--- config.mk ---
export PLATFORM = sky130hd
export DESIGN_NAME = mul_shiftadd
export DESIGN_NICKNAME = d
export VERILOG_FILES = /design/src/rtl/mul_shiftadd_pkg.sv /design/src/rtl/mul_shiftadd_absval.sv /design/src/rtl/mul_shiftadd.sv
export SDC_FILE = /design/constraint.sdc
export NUM_CORES = 1
export LEC_CHECK = 0
export CORE_ASPECT_RATIO = 2
export CORE_UTILIZATION = 52
export CTS_BUF_LIST = sky130_fd_sc_hd__clkbuf_4
export CTS_CLUSTER_SIZE = 8
export DETAILED_ROUTE_END_ITERATION = 10
export PLACE_DENSITY = 0.82
export SYNTH_ARGS = -nofsm -noshare
export SYNTH_HDL_FRONTEND = slang
export SYNTH_SLANG_ARGS = --single-unit
--- constraint.sdc ---
create_clock -name clk -period 3.9 [get_ports clk]
set_input_delay 1.17 -clock clk [delete_from_list [all_inputs] [get_ports clk]]
set_output_delay 1.17 -clock clk [all_outputs]
set_load 0.05 [all_outputs]
--- src/rtl/mul_shiftadd_pkg.sv ---
// Shared step-counter constants for the sequential arithmetic units
// (shift-and-add multiplier and subtract-and-shift divider).
package mul_shiftadd_pkg;

  // Counter value at which operands are captured.
  localparam int PC_LOAD = 0;

  // Width of the step counter for a given operand width. It has one spare bit
  // of headroom above the HOLD value.
  function automatic int pc_width(input int data_w);
    return $clog2(data_w + 2) + 1;
  endfunction

  // Counter value of the final step, in which the result is completed.
  function automatic int pc_last(input int data_w);
    return data_w;
  endfunction

  // Counter value while the finished result is held.
  function automatic int pc_hold(input int data_w);
    return data_w + 1;
  endfunction

endpackage

--- src/rtl/mul_shiftadd_absval.sv ---
// Combinational magnitude of an operand. When sign is set the value is read as
// two's complement. The most negative value maps to 2^(DATA_W-1), which is
// read as unsigned.
module mul_absval #(
  parameter int DATA_W = 32
) (
  input  logic [DATA_W-1:0] value,
  input  logic              sign,
  output logic [DATA_W-1:0] magnitude
);

  // Negate only if the operand is signed and negative.
  assign magnitude = (sign && value[DATA_W-1]) ? (~value + DATA_W'(1)) : value;

endmodule

--- src/rtl/mul_shiftadd.sv ---
// Sequential shift-and-add multiplier. It adds one partial-product bit per
// clock and uses the same en/done protocol as the divider.
// Optional build macro: MUL_SHIFTADD_SIGN_EN enables signed operands. When the
// macro is not defined, every operation is unsigned and the sign input is
// ignored.
//
// pc value       | meaning
// 0              | LOAD: capture operands (as magnitudes when signed)
// 1..DATA_W-1    | STEP: conditional add, then shift right
// DATA_W         | LAST: final step, negate if needed, raise done
// DATA_W+1       | HOLD: keep product and done while en stays high
module mul_shiftadd
  import mul_shiftadd_pkg::*;
#(
  parameter int DATA_W = 32
) (
  input  logic                  clk,
  input  logic                  rst,
  input  logic                  en,
  input  logic                  sign,
  input  logic [DATA_W-1:0]     multiplicand,
  input  logic [DATA_W-1:0]     multiplier,
  output logic                  done,
  output logic [2*DATA_W-1:0]   product
);

  localparam int PCW = pc_width(DATA_W);
  localparam logic [PCW-1:0] PC_LOAD_V = PCW'(PC_LOAD);
  localparam logic [PCW-1:0] PC_LAST_V = PCW'(pc_last(DATA_W));
  localparam logic [PCW-1:0] PC_HOLD_V = PCW'(pc_hold(DATA_W));

  logic [PCW-1:0]      pc;
  logic [2*DATA_W-1:0] p;
  logic [DATA_W-1:0]   mc;
  logic                sign_reg;

  logic [DATA_W-1:0]   mc_load;
  logic [DATA_W-1:0]   mp_load;
  logic                sign_load;
  logic [DATA_W:0]     s;
  logic [2*DATA_W-1:0] stepped;
  logic [2*DATA_W-1:0] last_val;

`ifdef MUL_SHIFTADD_SIGN_EN
  mul_absval #(.DATA_W(DATA_W)) u_abs_mc (
    .value     (multiplicand),
    .sign      (sign),
    .magnitude (mc_load)
  );

  mul_absval #(.DATA_W(DATA_W)) u_abs_mp (
    .value     (multiplier),
    .sign      (sign),
    .magnitude (mp_load)
  );

  assign sign_load = sign & (multiplicand[DATA_W-1] ^ multiplier[DATA_W-1]);
  // Negating a zero product gives zero, so the result can never turn nonzero here.
  assign last_val  = sign_reg ? (~stepped + (2*DATA_W)'(1)) : stepped;

  // The result sign is captured at LOAD, so later changes on the inputs have no effect.
  always_ff @(posedge clk) begin
    if (pc == PC_LOAD_V) sign_reg <= sign_load;
  end
`else
  logic unused_sign;
  assign unused_sign = sign;
  assign mc_load     = multiplicand;
  assign mp_load     = multiplier;
  assign sign_load   = 1'b0;
  assign sign_reg    = sign_load;
  assign last_val    = stepped;
`endif

  // Shift-and-add step: add the multiplicand if the current multiplier bit is set, then shift right.
  always_comb begin
    s       = {1'b0, p[2*DATA_W-1:DATA_W]} + {1'b0, (p[0] ? mc : {DATA_W{1'b0}})};
    stepped = {s, p[DATA_W-1:1]};
  end

  // Sequencer. rst or a low en clears the unit; otherwise pc moves through LOAD, STEP, LAST, HOLD.
  always_ff @(posedge clk) begin
    if (rst || !en) begin
      pc   <= '0;
      p    <= '0;
      done <= 1'b0;
    end else if (pc == PC_LOAD_V) begin
      mc <= mc_load;
      p  <= {{DATA_W{1'b0}}, mp_load};
      pc <= PCW'(1);
    end else if (pc < PC_LAST_V) begin
      p  <= stepped;
      pc <= pc + PCW'(1);
    end else if (pc == PC_LAST_V) begin
      p    <= last_val;
      done <= 1'b1;
      pc   <= PC_HOLD_V;
    end
  end

  assign product = p;

endmodule

# Yosys cells after proc, flatten, opt, wreduce, memory -nomap -nowiden
# Index checks and enable logic that the tools add are counted.
totals:
  wordCells: 28
  register_bits: 104
  output_inout_bits: 65
op_classes:
  n_lt_le_gt_ge: 1
  bitwise: 3
  reduce_logical: 8
  n_eq_ne: 1
  muxes: 7
  add_sub_neg: 2
op_table:
  columns: ["operator", "n"]
  rows:
  - ["64-bit two-way mux", 2]
  - ["32-bit two-way mux", 2]
  - ["32-bit by 32-bit adder with 33-bit output", 1]
  - ["7-bit two-way mux", 2]
  - ["7-bit by 1-bit adder with 7-bit output (second input constant)", 1]
  - ["7-bit by 6-bit == test with 1-bit output (second input constant)", 1]
  - ["7-bit logical NOT", 1]
  - ["7-bit by 6-bit < comparator with 1-bit output (second input constant)", 1]
  - ["1-bit inverter", 3]
  - ["3-bit AND reduction", 1]
  - ["3-bit nonzero test", 1]
  - ["2-bit AND reduction", 1]
  - ["2-bit nonzero test", 1]
  - ["2-bit OR reduction", 1]
  - ["1-bit logical NOT", 1]
  - ["1-bit logical OR", 1]
  - ["1-bit two-way mux", 1]

# Depth between registers and ports, before layout
# Gate-level depths: netlist of run 1.
logic_depth:
  depth_word: 5
  mapped_depth: 11

# Worst setup path before layout of run 1
# Ideal clock, no wire load.
synth_timing:
  path_type: "input-to-reg"
  from: "input port rst"
  to: "register mc[0] (enable)"
  required_ps: 3479
  setup_slack_ps: 422
  arrival_time_ps: 3057
  stages: 4
  cell_sequence: "nand2b_1 > clkbuf_1 > buf_1 > nor2_1"
synth_between:
  elab_chain_cells: 3
synth_rtl:
  columns: ["element", "line_no", "source"]
  rows:
  - ["from (decl)", "mul_shiftadd.sv:18", "input logic rst,"]
  - ["1-bit logical OR", "mul_shiftadd.sv:83", "if (rst || !en) begin"]
  - ["1-bit inverter (no source line)", null, null]
  - ["2-bit AND reduction (no source line)", null, null]
  - ["to (signal assigned)", "mul_shiftadd.sv:88", "mc <= mc_load;"]
  - ["to (decl)", "mul_shiftadd.sv:34", "logic [DATA_W-1:0] mc;"]
# No other way between the ends.
# A chain may end at the register's enable or synchronous reset.

# Worst setup path after layout of run 1
layout_timing:
  from: "register p[0], in the netlist product[0]"
  to: "output port product[0]"
layout_rtl:
  columns: ["element", "line_no", "source"]
  rows:
  - ["from (decl)", "mul_shiftadd.sv:33", "logic [2*DATA_W-1:0] p;"]
  - ["from (signal assigned)", "mul_shiftadd.sv:89", "p <= {{DATA_W{1'b0}}, mp_load};"]
  - ["from (signal assigned)", "mul_shiftadd.sv:92", "p <= stepped;"]
  - ["from (signal assigned)", "mul_shiftadd.sv:95", "p <= last_val;"]
  - ["to (decl)", "mul_shiftadd.sv:24", "output logic [2*DATA_W-1:0] product"]
# No word-level cell between the ends.

==> results.ini, run 1 <==
[clock_tree]
cts_max_path_buffers = 2
clock_sink_count = 104
clk_pin_slew_worst_paths_ns = 0.18
clock_root_buffer = sky130_fd_sc_hd__clkbuf_4
worst_skew_pair.late_latency_ns = 0.50
tritoncts = done
h-tree-depth = 3
cts_setup_buffers = 0
cts_resized = 0
hold_bufs_inserted_after_cts = 0
cts_inserted_buffers = 9

[job]
drv.max_cap_violation_count = 0

[route]
avgRoutedWirePerCell_um = 17.9
drt-initial-drc-count = 226
via_total_after_detailed_routing = 5291
drc_errors = 0
drt-pass1-iter-count = 4
via_per_inst = 5.87
drt-total-wl_um = 16100
final_antenna_net_count = 0

[setup_path]
crit_arrival_ns = 2.20
critical_path_cell_by_cell = buf_4 -> clkdlybuf4s50_1
crit_slowest_cell = sky130_fd_sc_hd__clkdlybuf4s50_1
r2r_cells = 10
endpoint_kind = output port
critPathMaxStageDelay_ns = 0.82
crit_required_ns = 2.73
worst-setup-path-type = reg -> out
worstPathMaxFanout = 14
critical_path.reg2reg.startpoint = product[0]
count_of_buffering_cells_on_the_critical_path_with_inverters_included = 2
r2r_end = product[60]
r2r_slack_ns = 0.78
path_delay_family = buffers and inverters
timing.critical_path.from_type = flop

[die]
design.portCount = 133
fp-row-count = 54
area_inside_the_core_boundary_sq_um = 10900
die_area_sq_um = 11700
die_width_um = 77.2
initial_core_util_pct = 53.7
die-height_um = 152

[power]
power.net_switching_w = 0.000572
total_power_density_per_cell_area_nw_per_um2 = 276
combinational_power_share_pct = 13.1
power_switching_share_pct = 27.8
static-leakage-power_nw = 2.97
internal_power_w = 0.00148
pwr-share-clk_pct = 30.2
highest_ir_drop_seen_on_vdd_uv = 203
finalPower_w = 0.00206
share_seq_of_total_power_pct = 56.7

[timing]
report.final.setup_viol = 0
max_clock_freq_ghz = 0.296
worst-slew-pin-transition_ns = 0.597
timing.final.hold_violations = 0
report.final.slew_viol_count = 0
fin_crit_ns = 3.37
grt_setup_unrepaired = false
post-route-period-util_pct = 86.5
slew_limit_headroom_pct = 60.2
fin_setup_tns_ns = 0
final_worst_clock_skew_ns = 0.0228

[status]
outcome = finished, final reports clean

[grt]
overflow_left_after_global_routing = 0
globalRouteTotalUtil_pct = 27.8
antenna_found_initial = 1
first_global_vias = 5417
pin_count_of_the_biggest_net_entering_global_routing = 66
grt_first_pass_wirelength_um = 25600

[logic_synthesis]
postSynthAreaPerCell_sq_um = 9.22
netlist_area_before_placement_sq_um = 5870
syn_nets = 740
count_of_distinct_cell_types_in_the_synthesized_netlist = 65
synth_seq_cells = 104
proportion_of_register_bits_with_asynchronous_set_or_reset_after_synthesis_pct = 0
edff_count_synth = 32
postSynth.topFlopCell = sky130_fd_sc_hd__dfxtp_1
ys_seq_area_share_pct = 40.9
synthesis.instances = 637
ys_warn_count = 0

[min_path]
whs_path_depth = 2
whs_endpoint = product[46]
hold_path_startpoint = product[46]
type_of_the_worst_min_delay_path = reg -> reg

[place]
hpwlAfterDp_um = 12200
port-buffer-count = 131
gp_congestion = 0.867

[cells_and_area]
flow.area_growth_from_synthesis_pct = 26.7
finish.net_count = 858
layout-drive-gt1-share_pct = 5.92

how the worst max path moves through the flow:
stage	start	endpoint	slack, ns	cells past startpoint
floorplan	rst	mc[0]	0.42	4
global placement	en	product[61]	0.85	7
finish	product[0]	product[0]	0.53	2
global route	product[0]	product[0]	0.44	2
detailed placement	product[0]	product[60]	0.81	10
CTS	product[0]	product[0]	0.50	2
cells in the final DEF, fill, tap and decap left out, types with 2 or more instances in the layout:
| master | synthesis | routed |
|---|---|---|
| sky130_fd_sc_hd__a211o_1 | 3 | 3 |
| sky130_fd_sc_hd__a211oi_1 | 36 | 36 |
| sky130_fd_sc_hd__a21o_1 | 14 | 14 |
| sky130_fd_sc_hd__a21oi_1 | 46 | 46 |
| sky130_fd_sc_hd__a21oi_2 | 2 | 2 |
| sky130_fd_sc_hd__a221oi_1 | 2 | 2 |
| sky130_fd_sc_hd__a311oi_1 | 2 | 2 |
| sky130_fd_sc_hd__a41oi_1 | 3 | 3 |
| sky130_fd_sc_hd__and2_1 | 36 | 36 |
| sky130_fd_sc_hd__and3_1 | 6 | 6 |
| sky130_fd_sc_hd__buf_4 | 3 | 10 |
| sky130_fd_sc_hd__clkbuf_4 | 0 | 9 |
| sky130_fd_sc_hd__clkdlybuf4s50_1 | 0 | 131 |
| sky130_fd_sc_hd__dfxtp_1 | 72 | 72 |
| sky130_fd_sc_hd__edfxtp_1 | 32 | 32 |
| sky130_fd_sc_hd__ha_1 | 34 | 34 |
| sky130_fd_sc_hd__inv_1 | 11 | 11 |
| sky130_fd_sc_hd__inv_6 | 0 | 2 |
| sky130_fd_sc_hd__mux2i_1 | 35 | 35 |
| sky130_fd_sc_hd__nand2_1 | 64 | 64 |
| sky130_fd_sc_hd__nand2b_1 | 2 | 2 |
| sky130_fd_sc_hd__nand3_1 | 16 | 15 |
| sky130_fd_sc_hd__nand3_2 | 2 | 3 |
| sky130_fd_sc_hd__nand3b_1 | 2 | 2 |
| sky130_fd_sc_hd__nand4_1 | 6 | 6 |
| sky130_fd_sc_hd__nor2_1 | 62 | 61 |
| sky130_fd_sc_hd__nor2b_1 | 3 | 3 |
| sky130_fd_sc_hd__nor3_1 | 12 | 12 |
| sky130_fd_sc_hd__nor3b_1 | 3 | 3 |
| sky130_fd_sc_hd__o211ai_1 | 3 | 3 |
| sky130_fd_sc_hd__o21a_1 | 3 | 3 |
| sky130_fd_sc_hd__o21ai_0 | 22 | 22 |
| sky130_fd_sc_hd__o21ai_1 | 5 | 5 |
| sky130_fd_sc_hd__o21bai_1 | 4 | 4 |
| sky130_fd_sc_hd__o22ai_1 | 3 | 3 |
| sky130_fd_sc_hd__o31ai_1 | 3 | 3 |
| sky130_fd_sc_hd__or2_2 | 3 | 3 |
| sky130_fd_sc_hd__or3_1 | 4 | 4 |
| sky130_fd_sc_hd__xnor2_1 | 10 | 10 |
| sky130_fd_sc_hd__xor2_1 | 12 | 12 |
through the flow:
stage          utilization (%)  hold WS, ns  setup WS, ns  cell area, sq um  std cells
5_1_grt                   68.0        0.510         0.443              7440        901
2_1_floorplan                -        0.498         0.422              5870        637
6_report                  68.0        0.489         0.527              7440        901
3_5_place_dp              66.6        0.471         0.811              7290        884
3_3_place_gp              66.6        0.458         0.848              7290        884
4_1_cts                   68.0        0.490         0.505              7440        900
state kept, by name, indices dropped and copies added (netlist names):
name,cells
done,1
mc,32
pc,7
product,64
cell type report:
cell class,instances,area (sq um)
diodes,1,2.50
multi-input cells,488,3280
repair buffers,141,1390
inverters,11,41.3
flip-flops and latches,104,2400
clock inverters,7,87.6
clock buffers,9,67.6
fillers,931,3500
well taps,140,175
cells by family (layout without fill, tap and decap cells):
family / Yosys count / after routing / synth area share [%]
AO/OA/AOI/OAI: 171 / 171 / 20.4
XOR/XNOR: 22 / 22 / 3.28
adder cells (fa/ha/maj): 35 / 35 / 7.58
buffers and inverters: 45 / 168 / 3.37
flip-flops: 104 / 104 / 40.9
multiplexers: 35 / 35 / 5.97
other: 0 / 1 / 0
AND/OR/NAND/NOR: 225 / 225 / 18.5
power by group through the flow:
| stage | clock (W) | sequential (W) | combinational [W] |
|---|---|---|---|
| 3_3_place_gp | 0 | 0.00119 | 0.000265 |
| 3_5_place_dp | 0 | 0.00119 | 0.000270 |
| 2_1_floorplan | 0 | 0.00124 | 0.0000957 |
| 4_1_cts | 0.000628 | 0.00117 | 0.000271 |
| 6_report | 0.000622 | 0.00117 | 0.000270 |
| 5_1_grt | 0.000663 | 0.00117 | 0.000286 |
cells in the mapped netlist, types with 3 or more instances:
cell | n | area [sq um]
sky130_fd_sc_hd__dfxtp_1 | 72 | 1440
sky130_fd_sc_hd__nand2_1 | 64 | 240
sky130_fd_sc_hd__nor2_1 | 62 | 233
sky130_fd_sc_hd__a21oi_1 | 46 | 230
sky130_fd_sc_hd__a211oi_1 | 36 | 270
sky130_fd_sc_hd__and2_1 | 36 | 225
sky130_fd_sc_hd__mux2i_1 | 35 | 350
sky130_fd_sc_hd__ha_1 | 34 | 425
sky130_fd_sc_hd__edfxtp_1 | 32 | 961
sky130_fd_sc_hd__o21ai_0 | 22 | 110
sky130_fd_sc_hd__clkbuf_1 | 16 | 60.1
sky130_fd_sc_hd__nand3_1 | 16 | 80.1
sky130_fd_sc_hd__a21o_1 | 14 | 105
sky130_fd_sc_hd__buf_2 | 14 | 70.1
sky130_fd_sc_hd__nor3_1 | 12 | 60.1
sky130_fd_sc_hd__xor2_1 | 12 | 105
sky130_fd_sc_hd__inv_1 | 11 | 41.3
sky130_fd_sc_hd__xnor2_1 | 10 | 87.6
sky130_fd_sc_hd__and3_1 | 6 | 37.5
sky130_fd_sc_hd__nand4_1 | 6 | 37.5
sky130_fd_sc_hd__o21ai_1 | 5 | 25.0
sky130_fd_sc_hd__o21bai_1 | 4 | 30.0
sky130_fd_sc_hd__or3_1 | 4 | 25.0
sky130_fd_sc_hd__a211o_1 | 3 | 26.3
sky130_fd_sc_hd__a41oi_1 | 3 | 26.3
sky130_fd_sc_hd__buf_4 | 3 | 22.5
sky130_fd_sc_hd__nor2b_1 | 3 | 18.8
sky130_fd_sc_hd__nor3b_1 | 3 | 22.5
sky130_fd_sc_hd__o211ai_1 | 3 | 22.5
sky130_fd_sc_hd__o21a_1 | 3 | 22.5
sky130_fd_sc_hd__o22ai_1 | 3 | 18.8
sky130_fd_sc_hd__o31ai_1 | 3 | 22.5
sky130_fd_sc_hd__or2_2 | 3 | 18.8
worst register-to-register path, delay by kind of cell (launching register included):
| family | cells | cell delay [ns] |
|---|---|---|
| buffers and inverters | 1 | 0.25 |
| and+or+nand+nor | 2 | 0.39 |
| AOI/OAI and AO/OA | 6 | 1.45 |
| adders and majority gates | 1 | 0.29 |
| DFF | 1 | 0.64 |
layer usage:
metal / GRT usage [%] / vias up / wire length (um)
li1: - / 2548 / -
met3: 5.75 / 49 / 823
met5: 0 / - / 0
met4: 15.0 / 0 / 636
met1: 25.6 / 2510 / 5570
met2: 54.3 / 184 / 9120
Power figures use the tool's default switching activity.
==> run 2, diff against run 1 <==
--- a/config.mk
+++ b/config.mk
@@ -8,6 +8,7 @@
 export CORE_ASPECT_RATIO = 2
 export CORE_UTILIZATION = 52
 export CTS_BUF_LIST = sky130_fd_sc_hd__clkbuf_4
+export CTS_CLUSTER_DIAMETER = 200
 export CTS_CLUSTER_SIZE = 8
 export DETAILED_ROUTE_END_ITERATION = 10
 export PLACE_DENSITY = 0.82
==> results of run 2 <==
Final layout, timing and power as in run 1 (identical DEF).
